**src/rtl/button_conditioner_if.sv**
```systemverilog
// Button conditioner bus: raw button inputs in, conditioned levels and pulses out.
// The board/top side uses master, the conditioner uses slave.
interface button_conditioner_if #(
  parameter int WIDTH = 9
);
  logic [WIDTH-1:0] btn_raw;
  logic [WIDTH-1:0] btn_level;
  logic [WIDTH-1:0] btn_press;
  logic [WIDTH-1:0] btn_release;
  logic             press_any;

  modport master (
    output btn_raw,
    input  btn_level,
    input  btn_press,
    input  btn_release,
    input  press_any
  );

  modport slave (
    input  btn_raw,
    output btn_level,
    output btn_press,
    output btn_release,
    output press_any
  );
endinterface

```
**src/rtl/button_conditioner.sv**
```systemverilog
// Per-channel 2-FF synchronizer plus counter debounce with registered press/release pulses.
// Optional hold-to-repeat press pulses are enabled by defining BTN_AUTOREPEAT_EN.
module button_conditioner #(
  parameter int WIDTH     = 9,
  parameter int DB_CYCLES = 50000,
  parameter int RPT_DELAY = 25000000,
  parameter int RPT_RATE  = 5000000
) (
  input  logic                 clk,
  input  logic                 rst,
  button_conditioner_if.slave  bus
);

  localparam int              CW       = $clog2(DB_CYCLES + 1);
  localparam logic [CW-1:0]   CNT_LAST = CW'(DB_CYCLES - 1);

  generate
    if (DB_CYCLES < 2 || RPT_DELAY < 1 || RPT_RATE < 1) begin : g_bad_params
      $error("button_conditioner: DB_CYCLES must be >= 2, RPT_DELAY and RPT_RATE >= 1");
    end
  endgenerate

  logic [WIDTH-1:0] s1;
  logic [WIDTH-1:0] s2;
  logic [WIDTH-1:0] level_q;
  logic [WIDTH-1:0] press_q;
  logic [WIDTH-1:0] release_q;
  logic             press_any_q;
  logic [CW-1:0]    cnt_q [WIDTH];

  logic [CW-1:0]    cnt_d [WIDTH];
  logic [WIDTH-1:0] level_d;
  logic [WIDTH-1:0] accept;
  logic [WIDTH-1:0] rise;
  logic [WIDTH-1:0] fall;
  logic [WIDTH-1:0] rpt;
  logic [WIDTH-1:0] press_d;

  // A change is accepted only after DB_CYCLES consecutive disagreeing samples;
  // any agreeing sample throws away the partial count.
  always_comb begin
    level_d = level_q;
    accept  = '0;
    for (int i = 0; i < WIDTH; i++) begin
      cnt_d[i] = '0;
      if (s2[i] != level_q[i]) begin
        if (cnt_q[i] == CNT_LAST) begin
          level_d[i] = s2[i];
          accept[i]  = 1'b1;
        end else begin
          cnt_d[i] = cnt_q[i] + 1'b1;
        end
      end
    end
  end

  assign rise    = accept & s2;
  assign fall    = accept & ~s2;
  assign press_d = rise | rpt;

`ifdef BTN_AUTOREPEAT_EN
  localparam int            HMAX       = (RPT_DELAY > RPT_RATE) ? RPT_DELAY : RPT_RATE;
  localparam int            HW         = $clog2(HMAX + 1);
  localparam logic [HW-1:0] DELAY_LAST = HW'(RPT_DELAY - 1);
  localparam logic [HW-1:0] RATE_LAST  = HW'(RPT_RATE - 1);

  logic [HW-1:0]    hc_q [WIDTH];
  logic [HW-1:0]    hc_d [WIDTH];
  logic [WIDTH-1:0] rep_q;
  logic [WIDTH-1:0] rep_d;

  // rep_q marks that the first (long) delay has elapsed, so later pulses use the short rate.
  // A release in the same cycle wins, so a repeat never lands on btn_release.
  always_comb begin
    rpt   = '0;
    rep_d = rep_q;
    for (int i = 0; i < WIDTH; i++) begin
      hc_d[i] = hc_q[i];
      if (!level_q[i] || fall[i]) begin
        hc_d[i]  = '0;
        rep_d[i] = 1'b0;
      end else if (hc_q[i] == (rep_q[i] ? RATE_LAST : DELAY_LAST)) begin
        rpt[i]   = 1'b1;
        hc_d[i]  = '0;
        rep_d[i] = 1'b1;
      end else begin
        hc_d[i] = hc_q[i] + 1'b1;
      end
    end
  end

  always_ff @(posedge clk or posedge rst) begin
    if (rst) begin
      rep_q <= '0;
      for (int i = 0; i < WIDTH; i++) begin
        hc_q[i] <= '0;
      end
    end else begin
      rep_q <= rep_d;
      for (int i = 0; i < WIDTH; i++) begin
        hc_q[i] <= hc_d[i];
      end
    end
  end
`else
  assign rpt = '0;
`endif

  always_ff @(posedge clk or posedge rst) begin
    if (rst) begin
      s1          <= '0;
      s2          <= '0;
      level_q     <= '0;
      press_q     <= '0;
      release_q   <= '0;
      press_any_q <= 1'b0;
      for (int i = 0; i < WIDTH; i++) begin
        cnt_q[i] <= '0;
      end
    end else begin
      s1          <= bus.btn_raw;
      s2          <= s1;
      level_q     <= level_d;
      press_q     <= press_d;
      release_q   <= fall;
      press_any_q <= |press_d;
      for (int i = 0; i < WIDTH; i++) begin
        cnt_q[i] <= cnt_d[i];
      end
    end
  end

  assign bus.btn_level   = level_q;
  assign bus.btn_press   = press_q;
  assign bus.btn_release = release_q;
  assign bus.press_any   = press_any_q;

endmodule

```
**src/flat_wrapper.sv**
```systemverilog
// flat-port wrapper written by rule: the top's interface ports become plain ports
module button_conditioner_flat 
#(
  parameter int WIDTH     = 9,
  parameter int DB_CYCLES = 50000,
  parameter int RPT_DELAY = 25000000,
  parameter int RPT_RATE  = 5000000
)
  (clk, rst, bus_btn_raw, bus_btn_level, bus_btn_press, bus_btn_release, bus_press_any);
  button_conditioner_if #(.WIDTH(WIDTH)) bus_i ();
  input  logic clk;
  input  logic rst;
  input wire logic [$bits(bus_i.btn_raw)-1:0] bus_btn_raw;
  output wire logic [$bits(bus_i.btn_level)-1:0] bus_btn_level;
  output wire logic [$bits(bus_i.btn_press)-1:0] bus_btn_press;
  output wire logic [$bits(bus_i.btn_release)-1:0] bus_btn_release;
  output wire logic [$bits(bus_i.press_any)-1:0] bus_press_any;
  assign bus_i.btn_raw = bus_btn_raw;
  assign bus_btn_level = bus_i.btn_level;
  assign bus_btn_press = bus_i.btn_press;
  assign bus_btn_release = bus_i.btn_release;
  assign bus_press_any = bus_i.press_any;
  button_conditioner #(.WIDTH(WIDTH), .DB_CYCLES(DB_CYCLES), .RPT_DELAY(RPT_DELAY), .RPT_RATE(RPT_RATE)) u_core (.clk(clk), .rst(rst), .bus(bus_i));
endmodule
```
**config.mk**
```make
export PLATFORM = sky130hd
export DESIGN_NAME = button_conditioner_flat
export DESIGN_NICKNAME = d
export VERILOG_FILES = /design/src/rtl/button_conditioner_if.sv /design/src/rtl/button_conditioner.sv /design/src/flat_wrapper.sv
export SDC_FILE = /design/constraint.sdc
export NUM_CORES = 1
export LEC_CHECK = 0
export BUFFER_PORTS_ARGS = -buffer_cell sky130_fd_sc_hd__buf_4
export CAP_MARGIN = 15
export CORE_MARGIN = 1
export CORE_UTILIZATION = 51
export DETAILED_ROUTE_END_ITERATION = 8
export PLACE_DENSITY = 0.72
export SLEW_MARGIN = 30
export SYNTH_ARGS = -nofsm -noshare
export SYNTH_HDL_FRONTEND = slang
export SYNTH_SLANG_ARGS = --single-unit
```
**constraint.sdc**
```tcl
create_clock -name clk -period 6.5 [get_ports clk]
set_input_delay 0 -clock clk [delete_from_list [all_inputs] [get_ports clk]]
set_output_delay 0 -clock clk [all_outputs]
set_load 0.01 [all_outputs]
```
* Word-level counts from Yosys, hierarchy flattened
Cells that the tools add are included.
** Storage, ports and cells
- Register bits :: 190
- Bits of input ports :: 11
** Operators by class
- Add/subtract/negate cells :: 9
- Equal/unequal tests :: 18
- Mux-type cells :: 36
- Bitwise logic cells :: 3
- Reduce and logical (&&, ||, !) cells :: 10
** Operators by type and width (number)
- $mux W16 :: 18
- $add A16 B1 Y16 const B :: 9
- $eq A16 B16 Y1 const B :: 9
- $and A9 B9 Y9 :: 2
- $mux W1 :: 18
- $reduce_and A2 Y1 :: 9
- $ne A1 B1 Y1 :: 9
- $not A9 Y9 :: 1
- $reduce_or A9 Y1 :: 1

* Logic depth before layout (Yosys ltp)
Gate-level depths: netlist of run 1.
- Word-level depth :: 5
- Depth in mapped cells :: 6

* Worst setup path before layout of run 1
Ideal clock, no wire load.
- Path type :: register to register
- From :: reg u_core.cnt_q[96] in the netlist's numbering
- To :: reg u_core.press_any_q (netlist: u_core.bus.press_any)
- Setup time :: 0.138 ns
- Data arrival time :: 1.922 ns
- Required time :: 6.362 ns
- Slack :: 4.439 ns
- Stages on the path, launching flop included :: 7
- Path buffers :: 0
- Clock period less this slack :: 2.061 ns
- Path through :: dfrtp_1 > ha_1 > and3_4 > nand4_2 > nor3b_1 > or4_1 > or4_1
** On the way
- Word-level cells in the longest chain between the ends :: 5
** Ends and longest elaborated chain
- start, declared :: line button_conditioner.sv:29 : logic [CW-1:0] cnt_q [WIDTH];
- start signal, assigned by index :: line button_conditioner.sv:128 : cnt_q[i] <= cnt_d[i];
- $eq A16 B16 Y1 :: line button_conditioner.sv:47 : if (cnt_q[i] == CNT_LAST) begin
- $mux W1 :: line button_conditioner.sv:47
- $mux W1 :: line button_conditioner.sv:46 : if (s2[i] != level_q[i]) begin
- $and A9 B9 Y9 :: line button_conditioner.sv:57 : assign rise = accept & s2;
- via u_core.press_d[2] :: line button_conditioner.sv:37 : logic [WIDTH-1:0] press_d;
- $reduce_or A9 Y1 :: line button_conditioner.sv:126 : press_any_q <= |press_d;
- end signal, assigned :: line button_conditioner.sv:126
- end, declared :: line button_conditioner.sv:28 : logic press_any_q;
The timed path passes the listed nets, and every way through them passes these cells.
A chain may end at the register's enable or synchronous reset.

* Final worst setup path of run 1
- From :: reg u_core.cnt_q[112] in the netlist's numbering
- To :: reg u_core.press_any_q (netlist: u_core.bus.press_any)
The elaborated chain is that of the path after synthesis.

==> results of run 1 <==
[report_power, final]
part	switching (W)	internal, W	total [W]
registers	0.0000170	0.00120	0.00122
logic	0.0000484	0.0000240	0.0000725
clock network	0.000462	0.000573	0.00104
total	0.000528	0.00180	0.00233
[cell usage in the layout (no fill, tap or decap), types with 13 or more instances in the layout]
master / netlist / final
sky130_fd_sc_hd__nor3_1: 22 / 22
sky130_fd_sc_hd__nand2_1: 54 / 54
sky130_fd_sc_hd__nor3b_1: 13 / 13
sky130_fd_sc_hd__nand3_1: 63 / 63
sky130_fd_sc_hd__xnor2_1: 61 / 61
sky130_fd_sc_hd__clkbuf_16: 0 / 17
sky130_fd_sc_hd__buf_4: 0 / 38
sky130_fd_sc_hd__xor2_1: 74 / 74
sky130_fd_sc_hd__nand4_1: 15 / 15
sky130_fd_sc_hd__and3_1: 35 / 35
sky130_fd_sc_hd__nor2_1: 156 / 156
sky130_fd_sc_hd__dfrtp_1: 190 / 190
[routing by layer]
layer / share of wire / GRT usage / vias up
met2: 0.51 / 0.342 / 66
met1: 0.45 / 0.235 / 2697
met5: 0 / 0 / -
met3: 0.033 / 0.0516 / 15
met4: 0.012 / 0.0718 / 0
li1: - / - / 2711
[stage by stage]
| stage | hold slack, ns | instance area, um^2 | std cells | util | power, W |
|---|---|---|---|---|---|
| floorplan | 0.0314 | 8280 | 770 | - | 0.00129 |
| global placement | 0.109 | 8810 | 1016 | 0.555 | 0.00131 |
| detailed placement | 0.110 | 8820 | 1016 | 0.555 | 0.00131 |
| CTS | 0.197 | 9510 | 1058 | 0.598 | 0.00235 |
| global route | 0.212 | 9510 | 1058 | 0.599 | 0.00241 |
| finish | 0.216 | 9510 | 1058 | 0.599 | 0.00233 |
[cell type report]
| cell class | count | share of cell area |
|---|---|---|
| inverters | 6 | 0.00316 |
| repair buffers | 49 | 0.0417 |
| well taps | 216 | 0.0284 |
| flip-flops and latches | 190 | 0.500 |
| clock inverters | 15 | 0.0172 |
| clock buffers | 17 | 0.0447 |
| multi-input cells | 565 | 0.365 |
[state kept, by name (all words and copies together) (netlist names)]
signal	cells
u_core.s2	9
u_core.s1	9
u_core.bus.btn_press	9
u_core.cnt_q	144
u_core.bus.btn_level	9
u_core.bus.press_any	1
u_core.bus.btn_release	9
[cell families (layout without fill, tap and decap cells)]
family / after synthesis / after routing / share of synthesized area
compound gates: 2 / 2 / 0.00151
xor+xnor: 135 / 135 / 0.143
fa+ha+maj: 9 / 9 / 0.0136
buf+inv: 15 / 87 / 0.00680
flops: 190 / 190 / 0.574
mux: 9 / 9 / 0.0122
simple gates: 410 / 410 / 0.249
[worst min-delay path by stage]
| stage | startpoint | endpoint | cells past startpoint |
|---|---|---|---|
| floorplan | bus_btn_raw[0] | u_core.s1[0]$_DFF_PP0_ | 0 |
| global placement | bus_btn_raw[2] | u_core.s1[2]$_DFF_PP0_ | 1 |
| detailed placement | bus_btn_raw[2] | u_core.s1[2]$_DFF_PP0_ | 1 |
| CTS | bus_btn_raw[0] | u_core.s1[0]$_DFF_PP0_ | 2 |
| global route | bus_btn_raw[6] | u_core.s1[6]$_DFF_PP0_ | 2 |
| finish | bus_btn_raw[0] | u_core.s1[0]$_DFF_PP0_ | 2 |
==> results.txt, run 1 <==
The run finished with clean final reports. The total global-route track usage came out at 0.196. The analysis attributes to cell leakage a power of 4.32 nW. The worst-case clock skew came out at 0.0102 ns. The total inserted antenna cells came out at 0. Tracing the worst setup path back leads to its startpoint at u_core.cnt_q[112]$_DFF_PP0_. The most common cell in the synthesized netlist is sky130_fd_sc_hd__dfrtp_1. The worst-case setup slack after placement came out at 4.32 ns. In this run the remaining antenna-violating nets after routing total 0.

The average footprint of a synthesized cell came out at 10.8 um^2. The register area share after synthesis is 0.574. The final-layout fill cell count came out at 1304.

The ratio of routed vias to standard cells came out at 5.19. The maximum vdd drop came out at 185 uV. The final-stage net count came out at 849. The area overhead of the layout relative to synthesis came out at 14.9%.

The initial standard-cell utilization of the core is 0.521. The post-synthesis cell type with the largest combined area is sky130_fd_sc_hd__dfrtp_1. The startpoint identified for the worst register-to-register timing path is u_core.cnt_q[112]$_DFF_PP0_. The setup fix buffers added after clock tree synthesis came out at 0. Broken down by cell family, the worst path's largest delay share belongs to simple AND/OR/NAND/NOR gates. The congestion estimate from routability-driven global placement came to 0.853. The critical path contains buffers and inverters numbering 0 combined. The data required time of the critical path came out at 6.80 ns. Before antenna repair, the detailed router went through 4 iterations. The area taken by flip-flops and latches is 4750 um^2. The delay of the slowest critical-path stage is 0.50 ns. The share of the synthesized area in the top cell type came out at 0.574. The chip height is 129 um. The total number of yosys warnings came out at 0. The number of enable-type register cells in the synthesized netlist is 0. The HPWL after detailed placement came out at 10100 um. The detailed router finished its first iteration with 261 violations. The worst setup path is captured at a register.

The largest individual stage delay along the critical path comes from the cell sky130_fd_sc_hd__or4_1. The critical path goes through ha_1, and3_4, nand4_2, nor3b_1, or4_1, or4_1. The number of global-route vias before repair is 5623. The worst pin sits at a relative slew slack of 0.495. The number of buffers inserted during clock tree synthesis is 17. The count of final max-slew check failures is 0. The final setup slack of the worst path came out at 4.32 ns. The final hold violation count came to 0. The initial antenna violation count came out at 0. The wire length of the first global-routing pass came out at 25700 um. For this run, the leading register cell type out of synthesis is sky130_fd_sc_hd__dfrtp_1. Clock tree synthesis found a total of 190 sinks. The internal reg-to-reg setup slack is 4.32 ns. The number of cells on the worst reg-to-reg path is 6. The type of the tightest min-delay check is input pin to register. The cell occurring most often along the worst timing path is sky130_fd_sc_hd__or4_1. The category of the most critical setup path is register to register. The startpoint class of the critical path is a register. In this run, synthesis produced a sequential element count of 190.

Clock-pin slew was measured on the worst setup and hold paths at 0.07 ns. The average wire per standard cell came out at 14.2 um. In this run the number of cells on the critical path is 6. The count of input and output buffers is 38. The transition time at the pin with the least slew margin came out at 0.758 ns. The hold buffer count at cts is 10. The share of post-route cells with drive strength above 1 came out at 0.113. Setup repair after global routing left no endpoint under its margin. In this run the worst setup path terminates at u_core.bus.press_any$_DFF_PP0_.

The post-synthesis cell count came out at 770. TritonCTS built the clock tree. The commonest cells after synthesis are sky130_fd_sc_hd__dfrtp_1, sky130_fd_sc_hd__nor2_1, sky130_fd_sc_hd__xor2_1, sky130_fd_sc_hd__nand3_1, sky130_fd_sc_hd__xnor2_1.

Wires add up to 15000 um. The root buffer cell chosen for the clock tree is sky130_fd_sc_hd__clkbuf_16. The number of gates resized after CTS was 0. The fmax came out at 458 MHz. The number of cell rows is 46.

The sum of overflow across all layers after global routing came out at 0. Entering global routing, the biggest net connects 105 pins. The cell area after technology mapping came out at 8280 um^2. The async set-reset flop share out of synthesis is 1.00. The overall die width is 129 um. The worst path arrival time is 2.49 ns.

The routed layout has 5489 vias. Adding up every negative setup slack in the final design gives 0 ns. Synthesis instantiated 30 different standard cells from the library. The number of maximum-capacitance constraint violations is 0. The smallest clock period supported by the final layout is computed as 2.18 ns. The area enclosed by the die boundary came out at 16700 um^2. The maximum net fanout on the critical path is 5. The number of ports placed on the die boundary came out at 39. The cell area power density is 245 nW/um^2. For this run, design rule violations remaining after detail routing come to 0. The post-route clock period utilization came out at 0.336. The multi-input logic area came out at 3470 um^2.

By area the synthesized netlist is led by sky130_fd_sc_hd__dfrtp_1, sky130_fd_sc_hd__xor2_1, sky130_fd_sc_hd__nor2_1. The maximum buffer depth of the clock tree came out at 2. The later pin in the worst-skew pair is clocked with a latency of 0.43 ns. The number of nets handed over by synthesis was 790.

The standard cell core area came out at 15900 um^2. The count of final setup violators came out at 0. The terminus of the critical flop-to-flop path is u_core.bus.press_any$_DFF_PP0_. The H-tree was split into 4 levels.
Note: power is estimated with default switching activity, not from simulation.
==> run 2: changes to the inputs <==
- clock period: 6.5 -> 2.08 ns (I/O delays scaled with it)
==> results.txt, run 2 (synthesized netlist as in run 1, its figures left out) <==
The buffer cell driving the clock tree root is sky130_fd_sc_hd__clkbuf_16. The standard cell core area came out at 15900 um^2. The combinational share of power came out at 0.034. The wire length of the first global-routing pass is 26200 um. The maximum number of pins on one net before global-route repair came out at 63.

The number of cells in the finished layout apart from fillers is 1080. The count of final setup violators is 0. The clock network fraction of total power is 0.463. The data required time of the critical path is 2.39 ns. At the pin with the least slew margin, the transition time is 0.723 ns. The total net switching power is 0.00164 W. The number of placed instances, taps included, is 1038. The endpoint kind of the worst setup timing path is a register. The switching power as a share of total power is 0.216. The post-detailed-route DRC marker count came out at 0. The chip height is 129 um. In the layout the commonest cells are sky130_fd_sc_hd__dfrtp_1, sky130_fd_sc_hd__nor2_1, sky130_fd_sc_hd__xor2_1.

The flow ran to the end, and the final reports show no timing, DRC or antenna violations. The total global-route track usage came out at 0.200. The maximum level of the CTS H-tree is 4. The maximum buffer depth of the clock tree is 2. The most flop-heavy register is u_core.cnt_q. The number of ports placed on the die boundary came out at 39. Setup repair after global routing could not meet its margin everywhere. Clock skew on the completed layout was measured at 0.00850 ns. The number of maximum-capacitance constraint violations is 0. The total inserted antenna cells is 0. The clock insertion delay at the later pin of the skew report came out at 0.43 ns. Global routing finished with a remaining overflow of 0. The number of global-route vias before repair was 5641. In this run the worst path has a maximum fanout of 3.

The total via count in the routed design came out at 5649. The library cell used most frequently in the layout, excluding fill and tap cells, is sky130_fd_sc_hd__dfrtp_1. The internal power summed over all cells is 0.00593 W. The die covers 16700 um^2. The first routing iteration left 269 violations.

The fmax came out at 493 MHz. For this run, the post-layout net count is 872. The cell area power density came out at 775 nW/um^2. The final critical path time including I/O delays and setup came out at 2.03 ns.

STA classifies the critical path startpoint as a register. The share of post-route cells with drive strength above 1 came out at 0.140. The routability congestion estimate came out at 0.843. The count of input and output buffers came out at 38.

The cell area after layout came out at 9770 um^2. The count of final max-slew check failures is 0. The post-route clock period utilization is 0.975. The number of cell rows came out at 46. The number of clock sinks seen by CTS is 190. The final hold violation count is 0. For this configuration, the core starts out at a cell density of 0.521.

Clock-pin slew was measured on the worst setup and hold paths at 0.07 ns. TritonCTS built the clock tree. The worst-case headroom to the max-slew limit came out at 0.514. The register with the most flip-flops in the layout has 144 of them. The type of the tightest min-delay check is input pin to asynchronous set/reset pin. The average wire per standard cell came out at 14.3 um. The ratio of routed vias to standard cells is 5.23. The worst-case setup slack after placement is 0.0402 ns. The leakage power came out at 4.45 nW. The overall die width came out at 129 um. The cell area after placement is 9010 um^2.

The critical path in this run is classified as register to register. The initial antenna violation count came out at 0. The wire length reported by the detailed router came out at 15500 um.

The number of buffers inserted during clock tree synthesis is 17. The sequential power share came out at 0.503. Across the VDD grid, the largest voltage drop is 571 uV.

The post-route antenna net violation count came out at 0. The worst path arrival time is 2.34 ns. The HPWL after detailed placement is 10500 um.

From synthesis to final layout, the design area changed by 18.0%. The final setup slack of the worst path is 0.0511 ns. The detailed-router iteration count before antenna repair is 4.
run 2: path summary, 6_finish.rpt:
kind	start	endpoint	slack (ns)	depth (start not counted)
max	u_core.cnt_q[113]$_DFF_PP0_	u_core.bus.press_any$_DFF_PP0_	0.05	6
min	rst	u_core.cnt_q[28]$_DFF_PP0_	0.16	3
max reg2reg	u_core.cnt_q[113]$_DFF_PP0_	u_core.bus.press_any$_DFF_PP0_	0.05	6
min reg2reg	u_core.s1[5]$_DFF_PP0_	u_core.s2[5]$_DFF_PP0_	0.35	0
max in group asynchronous	rst	u_core.cnt_q[71]$_DFF_PP0_	1.26	4
min in group clk	bus_btn_raw[2]	u_core.s1[2]$_DFF_PP0_	0.21	2
run 2: stage by stage:
step | util | hold WS [ns] | total power (W) | setup TNS, ns
detailed placement | 0.568 | 0.0714 | 0.00412 | 0
global route | 0.615 | 0.194 | 0.00783 | -0.0243
floorplan | - | 0.0314 | 0.00402 | -70.01
finish | 0.615 | 0.164 | 0.00757 | 0
global placement | 0.568 | 0.0564 | 0.00410 | 0
CTS | 0.614 | 0.169 | 0.00764 | 0
run 2: routing by layer:
layer	track usage	share of wire
met2	0.329	0.50
met4	0.0937	0.027
met3	0.0400	0.029
met5	0	0
met1	0.255	0.45
run 2: layout make-up:
class	count	area, um^2
inverter	6	26.3
clock buffer	19	453
sequential	190	4750
tap	216	270
multi-input combinational	565	3480
timing repair buffer	72	603
fill	1256	6110
clock inverter	12	183
run 2: what timing repair did:
item                                    in CTS  in global routing
hold buffers                                10                  0
hold endpoints to repair                    25                  0
setup buffers                                0                  1
endpoints found under the setup margin       0                  1
resized for setup                            0                  4
run 2: power by group through the flow:
stage,registers [W],clock network (W),logic [W]
after floorplan,0.00386,0,0.000157
after global placement,0.00387,0,0.000233
after detailed placement,0.00387,0,0.000242
after CTS,0.00381,0.00357,0.000260
after global routing,0.00381,0.00373,0.000292
final,0.00381,0.00351,0.000255
run 2: worst max-delay path: stages (launching register included):
cell	delay, ns
sky130_fd_sc_hd__dfrtp_1	0.40
sky130_fd_sc_hd__ha_2	0.19
sky130_fd_sc_hd__and3_4	0.19
sky130_fd_sc_hd__nand4_2	0.11
sky130_fd_sc_hd__nor3b_2	0.07
sky130_fd_sc_hd__or4_1	0.45
sky130_fd_sc_hd__or4_1	0.49
==> run 3: changes to the inputs <==
==> constraint.sdc (replaced) <==
create_clock -name clk -period 2.08 [get_ports clk]
set_input_delay 0.104 -clock clk [delete_from_list [all_inputs] [get_ports clk]]
set_output_delay 0.104 -clock clk [all_outputs]
set_load 0.01 [all_outputs]
==> results.txt, run 3 (synthesized netlist as in run 1, its figures left out) <==
The H-tree generated during clock tree synthesis spans 4 levels. The cell area after layout is 9710 um^2. Leaving out fill and tap cells, the most frequent cell in the layout is sky130_fd_sc_hd__dfrtp_1. Setup repair after global routing could not meet its margin everywhere. The total via count in the routed design is 5612. Across the whole layout, storage elements account for 4750 um^2. The initial antenna violation count came out at 0. The repair_antennas step left the layout with diodes totalling 0. The maximum net fanout on the critical path came out at 3. For this run, the top clock speed supported by timing is 484 MHz. The initial DRC count is 293. The endpoint kind of the worst setup timing path is a register. The maximum number of pins on one net before global-route repair is 116.

CTS saw 190 sinks. The final-layout fill cell count came out at 1291. The area enclosed by the die boundary came out at 16700 um^2.

The sum of overflow across all layers after global routing came out at 0. The area overhead of the layout relative to synthesis is 17.2%. STA puts the critical path data required time at 2.39 ns. The overall die width is 129 um. For the final database, setup skew stands at 0.0260 ns. Leaving out fill and tap cells, the most frequent cells in the layout are sky130_fd_sc_hd__dfrtp_1, sky130_fd_sc_hd__nor2_1, sky130_fd_sc_hd__xor2_1.

The critical path in this run is classified as register to register. The minimum hold slack came out at 0.190 ns. In this run the worst hold path is classified as input pin to asynchronous set/reset pin.

The post-route antenna net violation count is 0. The maximum vdd drop came out at 662 uV. For this configuration, the core starts out at a cell density of 0.521. The detailed-router iteration count before antenna repair came out at 4. The run finished with clean final reports. The wire length reported by the detailed router came out at 15200 um. The HPWL after detailed placement came out at 10200 um. The clock reaches the later pin of the worst-skew pair after 0.44 ns. The transition time at the pin with the least slew margin came out at 0.679 ns.

The final-stage net count came out at 873. The standard cell core area came out at 15900 um^2. The wire length of the first global-routing pass is 26300 um. The clock tree from TritonCTS is done. The multi-input logic area came out at 3500 um^2. TritonCTS created 17 clock buffers. Routability-driven placement finished with a final weighted congestion of 0.849. The worst path arrival time came out at 2.37 ns. The number of flip-flops in the largest register came out at 144. After detailed routing, the number of remaining DRC violations is 0. The number of cell rows came out at 46. The ratio of routed vias to standard cells is 5.19. The final hold violation count is 0. The post-route clock period utilization is 0.994. The total global-route track usage is 0.200. The number of global-route vias before repair came out at 5717. The worst pin sits at a relative slew slack of 0.543. For this design the ratio of total power to cell area is 731 nW/um^2. The summed negative setup slack over all endpoints is 0 ns. The share of post-route cells with drive strength above 1 is 0.144.

The number of maximum-capacitance constraint violations came out at 0. Once placement finished, the instance area stood at 8970 um^2. Clock tree synthesis selected as its root buffer the cell sky130_fd_sc_hd__clkbuf_16. The leakage power came out at 4.42 nW. Setup violations remaining at the end of the flow were counted as 0. The count of input and output buffers is 38. The chip height is 129 um. The overall power after layout is 0.00709 W. The worst setup path is launched from a register. After layout, the minimum clock period comes to 2.07 ns. The number of ports placed on the die boundary is 39. Ranked by flip-flop count, first place goes to u_core.cnt_q. The clock transition time at the flip-flop clock pins of the worst setup and hold paths came out at 0.07 ns.

The count of final max-slew check failures came out at 0. After detailed routing, the average wire length per cell comes to 14.0 um. The maximum buffer depth of the clock tree came out at 2.
[run 3: cell types whose count changed in the layout (fill, tap and decap cells not counted), moves of 2 or more]
| cell | previous run | this run |
|---|---|---|
| sky130_fd_sc_hd__clkinv_4 | 0 | 6 |
| sky130_fd_sc_hd__bufinv_16 | 4 | 0 |
| sky130_fd_sc_hd__buf_4 | 59 | 61 |
| sky130_fd_sc_hd__clkbuf_8 | 2 | 0 |
[run 3: routing by layer]
metal  part of all wire  GRT usage  wire length [um]
met1               0.45      0.254              6880
met2               0.49      0.326              7480
met3              0.032     0.0570               488
met4              0.022     0.0793               331
met5                  0          0                 0
[run 3: area by class of cell]
cell class	count	area share
flip-flops and latches	190	0.490
multi-input cells	565	0.361
repair buffers	73	0.0616
clock buffers	17	0.0438
well taps	216	0.0278
clock inverters	15	0.0134
inverters	6	0.00271
[run 3: worst paths after layout]
path / from / to / slack [ns] / cells past startpoint
hold reg to reg: u_core.s1[4]$_DFF_PP0_ / u_core.s2[4]$_DFF_PP0_ / 0.35 / 0
setup reg to reg: u_core.cnt_q[97]$_DFF_PP0_ / u_core.bus.press_any$_DFF_PP0_ / 0.01 / 6
max in group asynchronous: rst / u_core.cnt_q[138]$_DFF_PP0_ / 1.00 / 4
min in group clk: bus_btn_raw[1] / u_core.s1[1]$_DFF_PP0_ / 0.31 / 2
setup / recovery: u_core.cnt_q[97]$_DFF_PP0_ / u_core.bus.press_any$_DFF_PP0_ / 0.01 / 6
hold / removal: rst / u_core.cnt_q[0]$_DFF_PP0_ / 0.19 / 3
[run 3: report_power, final]
part / internal [W] / switching, W
clock: 0.00156 / 0.00147
combinational: 0.0000951 / 0.000159
sequential: 0.00375 / 0.0000515
total: 0.00541 / 0.00168
[run 3: critical path, stage by stage (launching register included)]
cell and delay, ns:
sky130_fd_sc_hd__dfrtp_1 0.39, sky130_fd_sc_hd__ha_2 0.19, sky130_fd_sc_hd__and3_4 0.19, sky130_fd_sc_hd__nand4_4 0.07
sky130_fd_sc_hd__nor3b_2 0.05, sky130_fd_sc_hd__or4_1 0.52, sky130_fd_sc_hd__or4_1 0.52
[run 3: repair_timing]
item                       4_1_cts  5_1_grt
setup buffers                    1        5
hold endpoints to repair        26        0
hold buffers                    10        0
pin swaps                        0        4
setup endpoints to repair        1        1
gates resized for setup          1        6
[run 3: metrics by stage]
stage | cells | setup slack, ns | util
floorplan | 770 | -0.472 | -
global placement | 1034 | 0.0523 | 0.565
detailed placement | 1034 | -0.0131 | 0.565
CTS | 1077 | 0.00564 | 0.607
global route | 1082 | -0.0578 | 0.611
finish | 1082 | 0.0125 | 0.611
